File: src/rtl/accl_pair_scheduler.sv
// rtl/accl_pair_scheduler.sv - n-body pair scheduler feeding the getAccl pipeline
module accl_pair_scheduler #(
  parameter int ADDR_W  = 8,
  parameter int LATENCY = 122
) (
  input  logic              clk,
  input  logic              rst,
  input  logic              start,
  input  logic [ADDR_W:0]   n_bodies,
  output logic              busy,
  output logic              done,
  output logic [ADDR_W-1:0] rd_addr,
  input  logic [63:0]       rd_x,
  input  logic [63:0]       rd_y,
  input  logic [63:0]       rd_m,
  output logic [63:0]       x1,
  output logic [63:0]       y1,
  output logic [63:0]       x2,
  output logic [63:0]       y2,
  output logic [63:0]       m2,
  output logic              in_valid,
  output logic              out_valid,
  output logic [ADDR_W-1:0] out_target,
  output logic              out_first,
  output logic              out_last
);

  localparam int CW = ADDR_W + 1;
  // tag layout: {valid, target, first, last}
  localparam int TW = ADDR_W + 3;
  localparam logic [CW-1:0] MAX_N = {1'b1, {ADDR_W{1'b0}}};

  typedef enum logic [2:0] {IDLE, LOAD_TGT, STREAM, DRAIN, DONE} state_t;

  state_t state, nxt;

  logic [CW-1:0]     n_q;
  logic [ADDR_W-1:0] i_q;
  logic [ADDR_W-1:0] j_q;
  logic [CW-1:0]     cnt_q;

  logic [CW-1:0]     n_clamped;
  logic              last_j;
  logic              last_i;
  logic [ADDR_W-1:0] j_inc;
  logic [ADDR_W-1:0] j_nxt;

  // read-slot stage: what the RAM is returning this cycle
  logic              p1_valid;
  logic              p1_tgt;
  logic [ADDR_W-1:0] p1_i;
  logic              p1_first;
  logic              p1_last;

  logic [63:0]       sh_x;
  logic [63:0]       sh_y;
  logic [TW-1:0]     tag_q;
  logic [TW-1:0]     dl [LATENCY];
  logic              pipe_busy;

  assign n_clamped = (n_bodies > MAX_N) ? MAX_N : n_bodies;
  assign last_j    = (cnt_q == n_q - CW'(2));
  assign last_i    = ({1'b0, i_q} == n_q - CW'(1));
  // j wraps in ADDR_W bits only on the last source, where it is never used
  assign j_inc     = j_q + ADDR_W'(1);
  assign j_nxt     = (j_inc == i_q) ? j_q + ADDR_W'(2) : j_inc;

  // state register
  always_ff @(posedge clk) begin
    if (rst) state <= IDLE;
    else     state <= nxt;
  end

  // next-state and control outputs
  always_comb begin
    nxt     = state;
    busy    = 1'b0;
    done    = 1'b0;
    rd_addr = '0;
    case (state)
      IDLE: begin
        if (start) nxt = (n_clamped < CW'(2)) ? DONE : LOAD_TGT;
      end
      LOAD_TGT: begin
        busy    = 1'b1;
        rd_addr = i_q;
        nxt     = STREAM;
      end
      STREAM: begin
        busy    = 1'b1;
        rd_addr = j_q;
        if (last_j) nxt = last_i ? DRAIN : LOAD_TGT;
      end
      DRAIN: begin
        busy = 1'b1;
        if (!pipe_busy) nxt = DONE;
      end
      DONE: begin
        done = 1'b1;
        nxt  = IDLE;
      end
      default: nxt = IDLE;
    endcase
  end

  // body count and target/source index counters
  always_ff @(posedge clk) begin
    if (rst) begin
      n_q   <= '0;
      i_q   <= '0;
      j_q   <= '0;
      cnt_q <= '0;
    end else begin
      case (state)
        IDLE: begin
          if (start) begin
            n_q <= n_clamped;
            i_q <= '0;
          end
        end
        LOAD_TGT: begin
          j_q   <= (i_q == '0) ? ADDR_W'(1) : '0;
          cnt_q <= '0;
        end
        STREAM: begin
          if (!last_j) begin
            j_q   <= j_nxt;
            cnt_q <= cnt_q + CW'(1);
          end else if (!last_i) begin
            i_q <= i_q + ADDR_W'(1);
          end
        end
        default: ;
      endcase
    end
  end

  // follow the address one cycle to line up with RAM read data
  always_ff @(posedge clk) begin
    if (rst) begin
      p1_valid <= 1'b0;
      p1_tgt   <= 1'b0;
      p1_i     <= '0;
      p1_first <= 1'b0;
      p1_last  <= 1'b0;
    end else begin
      p1_valid <= (state == STREAM);
      p1_tgt   <= (state == LOAD_TGT);
      p1_i     <= i_q;
      p1_first <= (cnt_q == '0);
      p1_last  <= last_j;
    end
  end

  // target shadow, pair output registers and tag; bubbles hold x1..m2
  always_ff @(posedge clk) begin
    if (rst) begin
      sh_x     <= '0;
      sh_y     <= '0;
      x1       <= '0;
      y1       <= '0;
      x2       <= '0;
      y2       <= '0;
      m2       <= '0;
      in_valid <= 1'b0;
      tag_q    <= '0;
    end else begin
      if (p1_tgt) begin
        sh_x <= rd_x;
        sh_y <= rd_y;
      end
      if (p1_valid) begin
        x1 <= sh_x;
        y1 <= sh_y;
        x2 <= rd_x;
        y2 <= rd_y;
        m2 <= rd_m;
      end
      in_valid <= p1_valid;
      tag_q    <= p1_valid ? {1'b1, p1_i, p1_first, p1_last} : '0;
    end
  end

  // tag delay line matching the getAccl latency
  always_ff @(posedge clk) begin
    if (rst) begin
      for (int k = 0; k < LATENCY; k++) dl[k] <= '0;
    end else begin
      dl[0] <= tag_q;
      for (int k = 1; k < LATENCY; k++) dl[k] <= dl[k-1];
    end
  end

  // any valid tag still upstream of the final stage
  always_comb begin
    pipe_busy = p1_valid | tag_q[TW-1];
    for (int k = 0; k < LATENCY - 1; k++) pipe_busy = pipe_busy | dl[k][TW-1];
  end

  assign out_valid  = dl[LATENCY-1][TW-1];
  assign out_target = dl[LATENCY-1][TW-2:2];
  assign out_first  = dl[LATENCY-1][1];
  assign out_last   = dl[LATENCY-1][0];

endmodule
File: config.mk
export PLATFORM = sky130hd
export DESIGN_NAME = accl_pair_scheduler
export DESIGN_NICKNAME = d
export VERILOG_FILES = /design/src/rtl/accl_pair_scheduler.sv
export SDC_FILE = /design/constraint.sdc
export NUM_CORES = 2
export LEC_CHECK = 0
export ABC_AREA = 0
export BUFFER_PORTS_ARGS = -buffer_cell sky130_fd_sc_hd__buf_2
export CAP_MARGIN = 40
export CORE_MARGIN = 3
export CORE_UTILIZATION = 57
export CTS_CLUSTER_DIAMETER = 200
export DETAILED_ROUTE_END_ITERATION = 12
export PLACE_DENSITY = 0.77
export SLEW_MARGIN = 20
export SYNTH_ARGS = -nofsm -noshare
export SYNTH_HDL_FRONTEND = slang
export SYNTH_SLANG_ARGS = --single-unit
File: constraint.sdc
create_clock -name clk -period 2.6 [get_ports clk]
set_input_delay 0.13 -clock clk [delete_from_list [all_inputs] [get_ports clk]]
set_output_delay 0.13 -clock clk [all_outputs]
set_load 0.005 [all_outputs]
; After elaboration in Yosys (flattened, before gate mapping)
; Memory sizes are Yosys's and may differ from the RTL's.
; Cells that the tools add are included.
[word_totals]
register_bits = 509
ramBits = 1342
word_cells = 443
n_memories = 1
[memory_table]
columns = name, depth, word_bits, read_ports, rd_clocked_by_memory_dff, wr, line
row1 = dl, 122, 11, 122, 0, 122, 58  ; logic [TW-1:0] dl [LATENCY];
[op_classes]
n_addsub = 6
order_cmp = 2
eq_ne = 12
muxes = 146
bitwise = 245
reduce_logical = 11
[op_table]
columns = cell, n
row1 = $mux 11, 123
row2 = $or 1x1->1, 244
row3 = $pmux 8 s2, 3
row4 = $mux 8, 5
row5 = $mux 9, 2
row6 = $pmux 9 s2, 1
row7 = $add 8x1->8 const B, 2
row8 = $mux 3, 4
row9 = $pmux 3 s4, 1
row10 = $ne 2x2->1 const B, 5
row11 = $add 9x1->9 const B, 1
row12 = $eq 8x9->1, 1
row13 = $eq 9x9->1, 1
row14 = $gt 9x9->1 const B, 1
row15 = $logic_not 9->1, 1
row16 = $lt 9x2->1 const B, 1
row17 = $sub 9x1->9 const B, 1
row18 = $sub 9x2->9 const B, 1
row19 = $add 8x2->8 const B, 1
row20 = $eq 8x8->1, 1
row21 = $logic_not 8->1, 1
row22 = $eq 3x2->1 const B, 2
row23 = $mux 1, 6
row24 = $reduce_and 2->1, 2
row25 = 10 further kinds, 11

; Depth between registers and ports, before layout
[depth]
depth_word = 124
ltp_mapped = 10

; Least setup slack after synthesis
; Ideal clock, no wire load.
[synth_timing]
kind = flip-flop to flip-flop
startpoint = reg n_q[2]
endpoint = reg i_q[5]
t_arrival_ps = 2256
slack_ps = 274
path_stages_with_launch = 10
n_path_buf = 0
synth_period_minus_slack_ps = 2326
path_cell_list = dfxtp_1 -> inv_1 -> ha_1 -> xnor2_1 -> nor3_1 -> nand4b_4 -> nor4_2 -> o21ai_2 -> or4_1 -> a21oi_1
[synth_between]
elab_chain_len = 4
elab_cells_between_ends = 7
[synth_lines]
columns = item, line
row1 = "start, declared", 37  ; logic [CW-1:0] n_q;
row2 = "start signal, assigned", 117  ; n_q <= n_clamped;
row3 = $sub 9x1->9 or $sub 9x2->9 (tied branches), "63, 62"
row4 = $eq 8x9->1 or $eq 9x9->1 (tied branches), "63, 62"
row5 = $ne 2x2->1 (no source line), n/a
row6 = $reduce_and 4->1 (no source line) (*), n/a
row7 = "end signal, assigned", 130  ; i_q <= i_q + ADDR_W'(1);
row8 = "end, declared", 38  ; logic [ADDR_W-1:0] i_q;
; Every way passes the cells marked *; elsewhere a longest branch is shown, timed or not.
; A chain may end at the register's enable or synchronous reset.

; Worst setup path after layout
[layout_timing]
startpoint = reg state[0]
endpoint = out rd_addr[1]
[layout_between]
elab_chain_len = 2
elab_cells_between_ends = 3
[layout_lines]
columns = item, line
row1 = "start, declared", 35  ; state_t state, nxt;
row2 = "start signal, assigned", 71  ; else state <= nxt;
row3 = $eq 3x2->1 or $eq 3x1->1 (tied branches), 80  ; case (state)
row4 = $pmux 8 s2 (*), 80
row5 = "end, declared", 12  ; output logic [ADDR_W-1:0] rd_addr,
; Marks and branches as above.

==> out/results.txt <==
Layout net count -> 5665
Via count -> 33.0k
Most common cell after layout, fill and taps aside -> dfxtp_1
Syn Std Cell Area -> 55100 um2
Full die area -> 100000 um2
Ys flop type -> dfxtp_1
Num CTS Buffers -> 167
Total global routing overflow -> 0
Placed Area -> 59100 um2
Vias in the first global route -> 32.2k
CP Data Required Time -> 2.47 ns
Status -> finished clean
Core Rows -> 113
Worst hold start -> rd_m[35]
Worst IR Drop VDD -> 0.000604 V
# port buffers -> 545
Data arrival, critical path -> 2.32 ns
Final Hold Fails -> 0
Min Tclk post-route -> 2.45 ns
HPWL after detailed placement -> 65.0 mm
CP endpoint kind -> output pin
Routed WL -> 109 mm
Smallest hold slack -> 0.163 ns
Clk sinks -> 1850
Least-Margin Pin Slew -> 0.896 ns
Hold EP -> m2[35]
Clock share of power -> 0.423
Yosys warning count -> 0
Vias/cell -> 4.81
Post-synth cell types -> 61
Synth Area per Inst -> 11.6 um2
Tcrit/Tclk final -> 0.943
Setup violations, final -> 0
Critical path type -> register to output pin
Final instance area -> 67100 um2
Max Cap Violations -> 0
All-Layer GR Usage -> 0.211
PwrDens -> 881 nW/um2
Drt wl/cell -> 15.8 um
Skew-Pair Late Insertion Delay -> 0.74 ns
Reg2reg setup slack -> 0.15 ns
Area growth syn-to-layout -> 21.8%
RSZ-0062 raised after global routing -> no
First-pass GRT wire length -> 172 mm
Net Switching -> 13400 uW
Number of synthesized register bits -> 1850
CTS tree -> done
Switching Share -> 0.227
Pin count of the biggest net entering global routing -> 144
Drt drc -> 0
Hold Path Class -> input pin to register
Layout cells sized above 1 -> 0.164
Post-synth EDFFs -> 0
# H-tree levels -> 4
CP Max Fanout -> 8
Setup TNS -> 0 ns
Initial antenna violation count -> 7
R2R Path End -> n_q[0]
Clock slew seen by the registers of the worst setup and hold paths -> 0.06 ns
Starting density of the core -> 0.577
Fmax -> 408 MHz
Worst reg2reg startpoint -> state[2]
Synth Instances -> 4739
Io pins -> 546
DRT Pass-1 Iters -> 5
Placed Cells -> 6334
Final Non-Filler Cells -> 6861
Vert. Die Dim -> 317 um
Setup Skew -> 0.0155 ns
Async S/R FF share, synth -> 0
Die W -> 317 um
Core Area -> 95400 um2
Pins Over Slew Limit -> 0
Slew headroom -> 0.402
Sequential Power Share -> 0.498
Hold Path Stages -> 4
Antenna viol nets, final -> 0
GPL Wtd Cong -> 0.831
Critical Path Source -> state[0]
Leakage -> 0.0274 uW
Sequential fraction of the synthesis area -> 0.672
Synth Net Count -> 4952
Commonest cells after routing, fill and taps aside -> dfxtp_1, nor2b_1, buf_2
Comb pwr share -> 0.079
Worst R2R Path Depth -> 6
Final core occ -> 0.703
DRT iter0 DRCs -> 2217
Startpoint type of the worst setup path -> register
Power Internal -> 45700 uW
Clock Tree Root -> clkbuf_16
Max clock buf depth -> 3
[stage by stage]
step / total power (uW) / setup WS [ns]
5_1_grt: 61300 / 0.00851
3_5_place_dp: 34300 / -0.00801
2_1_floorplan: 32800 / 0.274
3_3_place_gp: 34200 / -0.0185
6_report: 59100 / 0.148
4_1_cts: 59600 / 0.0750
[area by class of cell]
cell class                 count  area (um2)
antenna                        7        17.5
clock buffer                 242        4880
clock inverter                64         861
fill                        6641       28300
inverter                      16        60.1
multi-input combinational   2579       16900
sequential                  1850       37000
tap                         1265        1580
timing repair buffer         838        5780
[synth_stat cells, types with 2 or more instances]
| master | n | share of area |
|---|---|---|
| a211oi_1 | 3 | 0.00041 |
| a21oi_1 | 26 | 0.0024 |
| a22o_1 | 3 | 0.00048 |
| a31o_2 | 2 | 0.00032 |
| a31oi_1 | 4 | 0.00045 |
| and2_1 | 13 | 0.0015 |
| and3_1 | 6 | 0.00068 |
| and3b_1 | 2 | 0.00032 |
| buf_1 | 40 | 0.0027 |
| buf_2 | 14 | 0.0013 |
| buf_4 | 10 | 0.0014 |
| clkbuf_1 | 230 | 0.016 |
| dfxtp_1 | 1850 | 0.67 |
| ha_1 | 9 | 0.0020 |
| inv_1 | 16 | 0.0011 |
| mux2_2 | 2 | 0.00041 |
| mux2i_1 | 451 | 0.082 |
| nand2_1 | 21 | 0.0014 |
| nand2b_1 | 7 | 0.00080 |
| nand3_1 | 12 | 0.0011 |
| nand3b_1 | 4 | 0.00055 |
| nand4_1 | 15 | 0.0017 |
| nor2_1 | 483 | 0.033 |
| nor2b_1 | 1352 | 0.15 |
| nor3_1 | 13 | 0.0012 |
| nor3b_1 | 12 | 0.0016 |
| nor3b_2 | 2 | 0.00045 |
| nor4_1 | 38 | 0.0043 |
| o2111ai_1 | 4 | 0.00064 |
| o211ai_1 | 6 | 0.00082 |
| o21a_1 | 2 | 0.00027 |
| o21ai_0 | 15 | 0.0014 |
| o31a_1 | 2 | 0.00032 |
| o31ai_1 | 2 | 0.00027 |
| or3_1 | 7 | 0.00080 |
| or3b_2 | 2 | 0.00032 |
| xnor2_1 | 20 | 0.0032 |
| xor2_1 | 16 | 0.0025 |
[routing by layer]
metal  share of wire  track usage  up-vias
li1                -            -    16400
met1            0.47        0.298    15400
met2            0.41        0.299      840
met3           0.070       0.0620      314
met4           0.042       0.0958        4
met5         0.00027            0        -
[flip-flops by register name, indices dropped and copies added (netlist names)]
name	count
in_valid	1
m2	64
p1_i	8
cnt_q	9
state	3
x1	64
p1_first	1
y2	64
y1	64
p1_tgt	1
dl	1342
tag_q	10
p1_valid	1
x2	64
p1_last	1
j_q	8
i_q	8
n_q	9
sh_y	64
sh_x	64
[worst max-delay path by stage]
stage / endpoint / slack, ns / depth (start not counted)
6_report: rd_addr[1] / 0.15 / 3
5_1_grt: rd_addr[2] / 0.009 / 4
4_1_cts: j_q[4] / 0.07 / 10
3_5_place_dp: j_q[7] / -0.008 / 10
3_3_place_gp: j_q[7] / -0.02 / 10
2_1_floorplan: i_q[5] / 0.27 / 9
[repair_timing]
action / 4_1_cts / 5_1_grt
setup buffers: 0 / 0
hold endpoints to repair: 405 / 0
resized for setup: 1 / 14
setup endpoints to repair: 3 / 19
hold buffers: 214 / 0
[worst max-delay path, cell delays in order (launching register included)]
cell     delay [ns]
dfxtp_1        0.43
or3b_2         0.58
o21ai_0        0.38
buf_2          0.20
[cells by family after synthesis]
logic type      after synthesis  share of synthesized area
simple gates               1998                      0.205
fa+ha+maj                     9                    0.00204
mux                         453                     0.0824
flops                      1850                      0.672
compound gates               82                    0.00972
xor+xnor                     37                    0.00613
buf+inv                     310                     0.0221
[power groups by stage]
stage	logic (uW)	clock network, uW	registers (uW)
6_report	4670	25000	29400
5_1_grt	5060	26800	29500
4_1_cts	4560	25600	29400
3_5_place_dp	4240	0	30000
3_3_place_gp	4200	0	30000
2_1_floorplan	2880	0	29900
No activity file was read; power rests on OpenSTA's default activity.
